`config.mk`:
```
export PLATFORM = sky130hd
export DESIGN_NAME = fu_join_receiver
export DESIGN_NICKNAME = d
export VERILOG_FILES = /design/src/rtl/fu_join_receiver.sv
export SDC_FILE = /design/constraint.sdc
export NUM_CORES = 1
export LEC_CHECK = 0
export ABC_AREA = 0
export CORE_AREA = 2 2 124 126
export DETAILED_ROUTE_END_ITERATION = 8
export DIE_AREA = 0 0 126 128
export DONT_BUFFER_PORTS = 1
export HOLD_SLACK_MARGIN = 0.05
export PLACE_DENSITY = 0.7
export SLEW_MARGIN = 20
export SYNTH_ARGS = -nofsm -noshare
export SYNTH_HDL_FRONTEND = slang
export SYNTH_SLANG_ARGS = --single-unit
```
`constraint.sdc`:
```
create_clock -name clk -period 11.9 [get_ports clk]
set_clock_uncertainty 0.15 [all_clocks]
set_input_delay 1.785 -clock clk [delete_from_list [all_inputs] [get_ports clk]]
set_output_delay 1.785 -clock clk [all_outputs]
set_load 0.05 [all_outputs]
```
`src/rtl/fu_join_receiver.sv`:
```
// Elastic receiver for a CGRA FU: selects two operands from the four
// neighbour channels, buffers each in a 2-entry FIFO and joins them.
module fu_join_fifo #(
  parameter int W = 32
) (
  input  logic         clk,
  input  logic         rst,
  input  logic         clear,
  input  logic         push,
  input  logic         pop,
  input  logic [W-1:0] din,
  output logic [W-1:0] head,
  output logic [1:0]   count
);
  logic [W-1:0] mem [2];
  logic         wp;
  logic         rp;

  assign head = mem[rp];

  always_ff @(posedge clk or posedge rst) begin
    if (rst) begin
      mem[0] <= '0;
      mem[1] <= '0;
      wp     <= 1'b0;
      rp     <= 1'b0;
      count  <= 2'd0;
    end else if (clear) begin
      wp    <= 1'b0;
      rp    <= 1'b0;
      count <= 2'd0;
    end else begin
      if (push) begin
        mem[wp] <= din;
        wp      <= ~wp;
      end
      if (pop) rp <= ~rp;
      count <= count + {1'b0, push} - {1'b0, pop};
    end
  end
endmodule

module fu_join_receiver #(
  parameter int DATA_WIDTH = 32
) (
  input  logic                  clk,
  input  logic                  rst,
  input  logic [DATA_WIDTH-1:0] north_din,
  input  logic [DATA_WIDTH-1:0] east_din,
  input  logic [DATA_WIDTH-1:0] south_din,
  input  logic [DATA_WIDTH-1:0] west_din,
  input  logic                  north_din_v,
  input  logic                  east_din_v,
  input  logic                  south_din_v,
  input  logic                  west_din_v,
  output logic                  north_din_r,
  output logic                  east_din_r,
  output logic                  south_din_r,
  output logic                  west_din_r,
  input  logic [1:0]            mux_sel_1,
  input  logic [1:0]            mux_sel_2,
  input  logic                  op2_en,
  input  logic                  const_en,
  input  logic [DATA_WIDTH-1:0] const_value,
  input  logic                  clear,
  output logic [DATA_WIDTH-1:0] dout_1,
  output logic [DATA_WIDTH-1:0] dout_2,
  output logic                  dout_v,
  input  logic                  dout_r
);
  logic                  b2_buf;
  logic [3:0]            dv;
  logic [3:0]            used1;
  logic [3:0]            used2;
  logic [3:0]            rdy;
  logic                  full1;
  logic                  full2;
  logic                  push1;
  logic                  push2;
  logic                  pop;
  logic [1:0]            cnt1;
  logic [1:0]            cnt2;
  logic [DATA_WIDTH-1:0] src1;
  logic [DATA_WIDTH-1:0] src2;
  logic [DATA_WIDTH-1:0] head1;
  logic [DATA_WIDTH-1:0] head2;

  always_comb begin
    b2_buf = op2_en & ~const_en;
    dv     = {west_din_v, south_din_v, east_din_v, north_din_v};
    used1  = 4'b0001 << mux_sel_1;
    used2  = b2_buf ? (4'b0001 << mux_sel_2) : 4'b0000;
    full1  = (cnt1 == 2'd2);
    full2  = (cnt2 == 2'd2);
    // readies come only from config and registered counts
    rdy    = (used1 | used2)
           & ~(used1 & {4{full1}})
           & ~(used2 & {4{full2}});
    push1  = |(dv & rdy & used1);
    push2  = |(dv & rdy & used2);
    dout_v = (cnt1 != 2'd0) & (~b2_buf | (cnt2 != 2'd0));
    pop    = dout_v & dout_r;
  end

  always_comb begin
    src1 = north_din;
    unique case (mux_sel_1)
      2'd0: src1 = north_din;
      2'd1: src1 = east_din;
      2'd2: src1 = south_din;
      2'd3: src1 = west_din;
    endcase
  end

  always_comb begin
    src2 = north_din;
    unique case (mux_sel_2)
      2'd0: src2 = north_din;
      2'd1: src2 = east_din;
      2'd2: src2 = south_din;
      2'd3: src2 = west_din;
    endcase
  end

  assign north_din_r = rdy[0];
  assign east_din_r  = rdy[1];
  assign south_din_r = rdy[2];
  assign west_din_r  = rdy[3];

  fu_join_fifo #(.W(DATA_WIDTH)) u_b1 (
    .clk   (clk),
    .rst   (rst),
    .clear (clear),
    .push  (push1),
    .pop   (pop),
    .din   (src1),
    .head  (head1),
    .count (cnt1)
  );

  fu_join_fifo #(.W(DATA_WIDTH)) u_b2 (
    .clk   (clk),
    .rst   (rst),
    .clear (clear),
    .push  (push2),
    .pop   (pop & b2_buf),
    .din   (src2),
    .head  (head2),
    .count (cnt2)
  );

  always_comb begin
    dout_1 = head1;
    unique case (1'b1)
      b2_buf:   dout_2 = head2;
      const_en: dout_2 = const_value;
      default:  dout_2 = '0;
    endcase
  end
endmodule

```
==> metrics.yaml <==
status:
  outcome: "finished clean"
timing:
  grt_setup_unrepaired: "false"
  drv_slew: 0
  finalHoldViolCount: 0
  finalSetupViolations: 0
  worstMarginPinSlew_ps: 1152
  fmax_mhz: 178.5
  setup_tns_ps: 0
  slew_headroom: 0.2284
  fin_crit_sh: 0.4708
  fin_crit_ps: 5602
die:
  dieArea_sq_um: 16130
  io_pins: 243
  initial_core_util: 0.5417
  rows: 45
  die_w_um: 126
  fp.dieH_um: 128
  coreArea_sq_um: 14860
grt:
  use_met1: 0.2729
  grt_busiest_layer: "met2"
  grt_pass1_vias: 5356
  use_met3: 0.06553
  antenna_found_initial: 0
  grt_pass1_wl_um: 28300
  grt_overflow: 0
  grt.total_usage: 0.2312
  grt_max_degree: 80
  met2_usage: 0.4184
critical_path:
  critPathArrivalTime_ps: 3670
  ff2ff_setup_slack_ps: 8550
  crit_type: "primary input to output pin"
  cp_data_required_time_ps: 9970
  endpoint: "north_din_r"
  rr_startpoint: "u_b1.count[1]"
  cp_max_fo: 36
  crit_path_start_kind: "primary input"
  reg2reg_depth: 6
  cp-end-kind: "output pin"
  r2r_end: "u_b2.mem[61]"
  timing.critical_path.from: "const_en"
cts:
  cts.clk_slew.worst_paths_ps: 60
  clock_latency_ps: 400
  cts_tree: "yes"
  clk_path_buf_depth: 2
  cts-resized-gates: 0
  cts_root_buffer: "clkbuf_16"
  htreeDepth: 4
  post-cts-setup-buffer-count: 0
  cts_buffers: 17
  postCtsHoldBufs: 0
  numClockSinks: 136
final_layout:
  n_antenna_cell: 0
  area_growth_pct: 8.671
  drive_above_1_share: 0.4129
  fin_nets: 739
  fillCellCount: 1194
  final_area_sq_um: 8750
yosys:
  synth_area_sq_um: 8051
  syn-instance-count: 586
  yosysWarningCount: 0
  avgSynthCellArea_sq_um: 13.74
  synth_seq_cells: 136
  synth.distinct_cells: 42
  ys_seq_area_frac: 0.4227
  syn_nets: 764
routing:
  vias_per_cell: 6.568
  post_drt_wl_per_cell_um: 24.25
  vias: 5005
  drt_iter0_drc: 366
  final_antenna_net_count: 0
  first_pass_iters: 4
  routed_wl_um: 18480
  route.detailed.drc: 0
power_and_ir_drop:
  p_total_mw: 2.065
  power_per_cell_area_nw_per_um2: 236.0
  leakage_nw: 3.512
  vdd_drop_max_uv: 140.3
flow_run:
  maxCapViolCount: 0
place:
  io_buffers: 0
  place_congestion: 0.7831
  place_area_sq_um: 8102
  dp_hpwl_um: 12650
worst_hold_path:
  hold_class: "flop to flop"
-- per-stage QoR --
stage / utilization / std cells / hold WS, ps / setup WS [ps]
2_1_floorplan: - / 586 / 307.4 / 6240
3_3_place_gp: 0.5450 / 729 / 317.3 / 6347
3_5_place_dp: 0.5450 / 729 / 324.8 / 6307
4_1_cts: 0.5868 / 761 / 338.1 / 6301
5_1_grt: 0.5886 / 762 / 342.6 / 6153
6_report: 0.5886 / 762 / 333.4 / 6298
-- cells in the mapped netlist --
master,count,area share
a211oi_4,1,0.0025
buf_4,4,0.0037
nand4_1,1,0.00078
o32a_1,1,0.0012
and2_1,1,0.00078
dfrtp_1,136,0.42
buf_1,5,0.0023
or2_2,1,0.00078
nor4b_1,1,0.0011
a211oi_1,1,0.00093
a31oi_1,2,0.0016
and4b_1,1,0.0012
a21oi_1,7,0.0044
a2111oi_1,1,0.0012
buf_6,3,0.0042
nand2_1,39,0.018
nand2b_1,5,0.0039
xor2_1,2,0.0022
a2111oi_4,1,0.0034
ha_1,4,0.0062
inv_1,7,0.0033
clkbuf_1,22,0.010
o21ai_0,33,0.021
nor4bb_1,2,0.0025
nor2b_1,6,0.0047
mux4_2,64,0.18
or3_1,1,0.00078
and3b_1,1,0.0011
a21oi_2,2,0.0022
mux2i_1,34,0.042
mux2_2,128,0.18
a311oi_1,1,0.0011
nand4b_1,2,0.0022
o2bb2ai_1,1,0.0011
o21bai_1,1,0.00093
nor2_1,8,0.0037
mux2_1,32,0.045
buf_2,14,0.0087
nor3_1,2,0.0012
o21ai_1,2,0.0012
xnor2_1,4,0.0044
nor3b_1,2,0.0019
-- cell families after synthesis --
family / Yosys count / synth area share
compound gates: 54 / 0.04227
xor+xnor: 6 / 0.006527
fa+ha+maj: 4 / 0.006216
buf+inv: 55 / 0.03248
flops: 136 / 0.4227
mux: 258 / 0.4451
simple gates: 73 / 0.04476
-- area by class of cell --
cell class / instances / area [sq um] / share of cell area
clock buffers: 19 / 442.9 / 0.05062
clock inverters: 13 / 177.7 / 0.02031
inverters: 7 / 31.28 / 0.003575
multi-input cells: 395 / 4407 / 0.5036
flip-flops and latches: 136 / 3406 / 0.3892
well taps: 188 / 235.2 / 0.02688
repair buffers: 4 / 50.05 / 0.005720
-- cell usage in the layout, fill, tap and decap left out, drive strengths merged --
| master | instances |
|---|---|
| buf | 4 |
| nor2b | 6 |
| ha | 4 |
| nor3b | 2 |
| xor2 | 2 |
| or2 | 1 |
| a31oi | 2 |
| mux4 | 64 |
| a311oi | 1 |
| nor2 | 8 |
| a21oi | 9 |
| dfrtp | 136 |
| clkinvlp | 2 |
| o2bb2ai | 1 |
| bufinv | 4 |
| and4b | 1 |
| o32a | 1 |
| nand4 | 1 |
| clkinv | 7 |
| nor4b | 1 |
| a2111oi | 2 |
| mux2 | 160 |
| o21ai | 35 |
| nand2 | 39 |
| and3b | 1 |
| inv | 7 |
| clkbuf | 19 |
| o21bai | 1 |
| xnor2 | 4 |
| nor3 | 2 |
| nand4b | 2 |
| nor4bb | 2 |
| nand2b | 5 |
| and2 | 1 |
| a211oi | 2 |
| or3 | 1 |
| mux2i | 34 |
-- per-layer routing --
metal | up-vias | part of all wire | wire, um
met4 | 0 | 0.0083 | 153
met2 | 222 | 0.53 | 9848
li1 | 2167 | - | -
met1 | 2602 | 0.39 | 7149
met3 | 14 | 0.072 | 1325
met5 | - | 0 | 0
-- critical path, stage by stage --
cell      delay (ps)
nand2b_2         560
nor3_1           400
a21oi_1          120
a21oi_1          800
-- registers in the layout (all words and copies together) (netlist names) --
| register | cells |
|---|---|
| u_b1.count | 2 |
| u_b1.mem | 64 |
| u_b1.rp | 1 |
| u_b1.wp | 1 |
| u_b2.count | 2 |
| u_b2.mem | 64 |
| u_b2.rp | 1 |
| u_b2.wp | 1 |
-- worst min-delay path by stage --
| stage | from | to | cells past startpoint |
|---|---|---|---|
| floorplan | u_b2.mem[32] | u_b2.mem[32] | 1 |
| global placement | u_b2.mem[46] | u_b2.mem[46] | 1 |
| detailed placement | u_b2.mem[37] | u_b2.mem[37] | 1 |
| CTS | u_b2.mem[36] | u_b2.mem[36] | 1 |
| global route | u_b2.mem[36] | u_b2.mem[36] | 1 |
| finish | u_b2.mem[37] | u_b2.mem[37] | 1 |
-- report_power, final --
group	switching, mW	internal [mW]	leakage, nW
registers	0.105	0.642	1.69
clock network	0.192	0.355	0.302
logic	0.499	0.271	1.52
No activity file was read; power rests on OpenSTA's default activity.
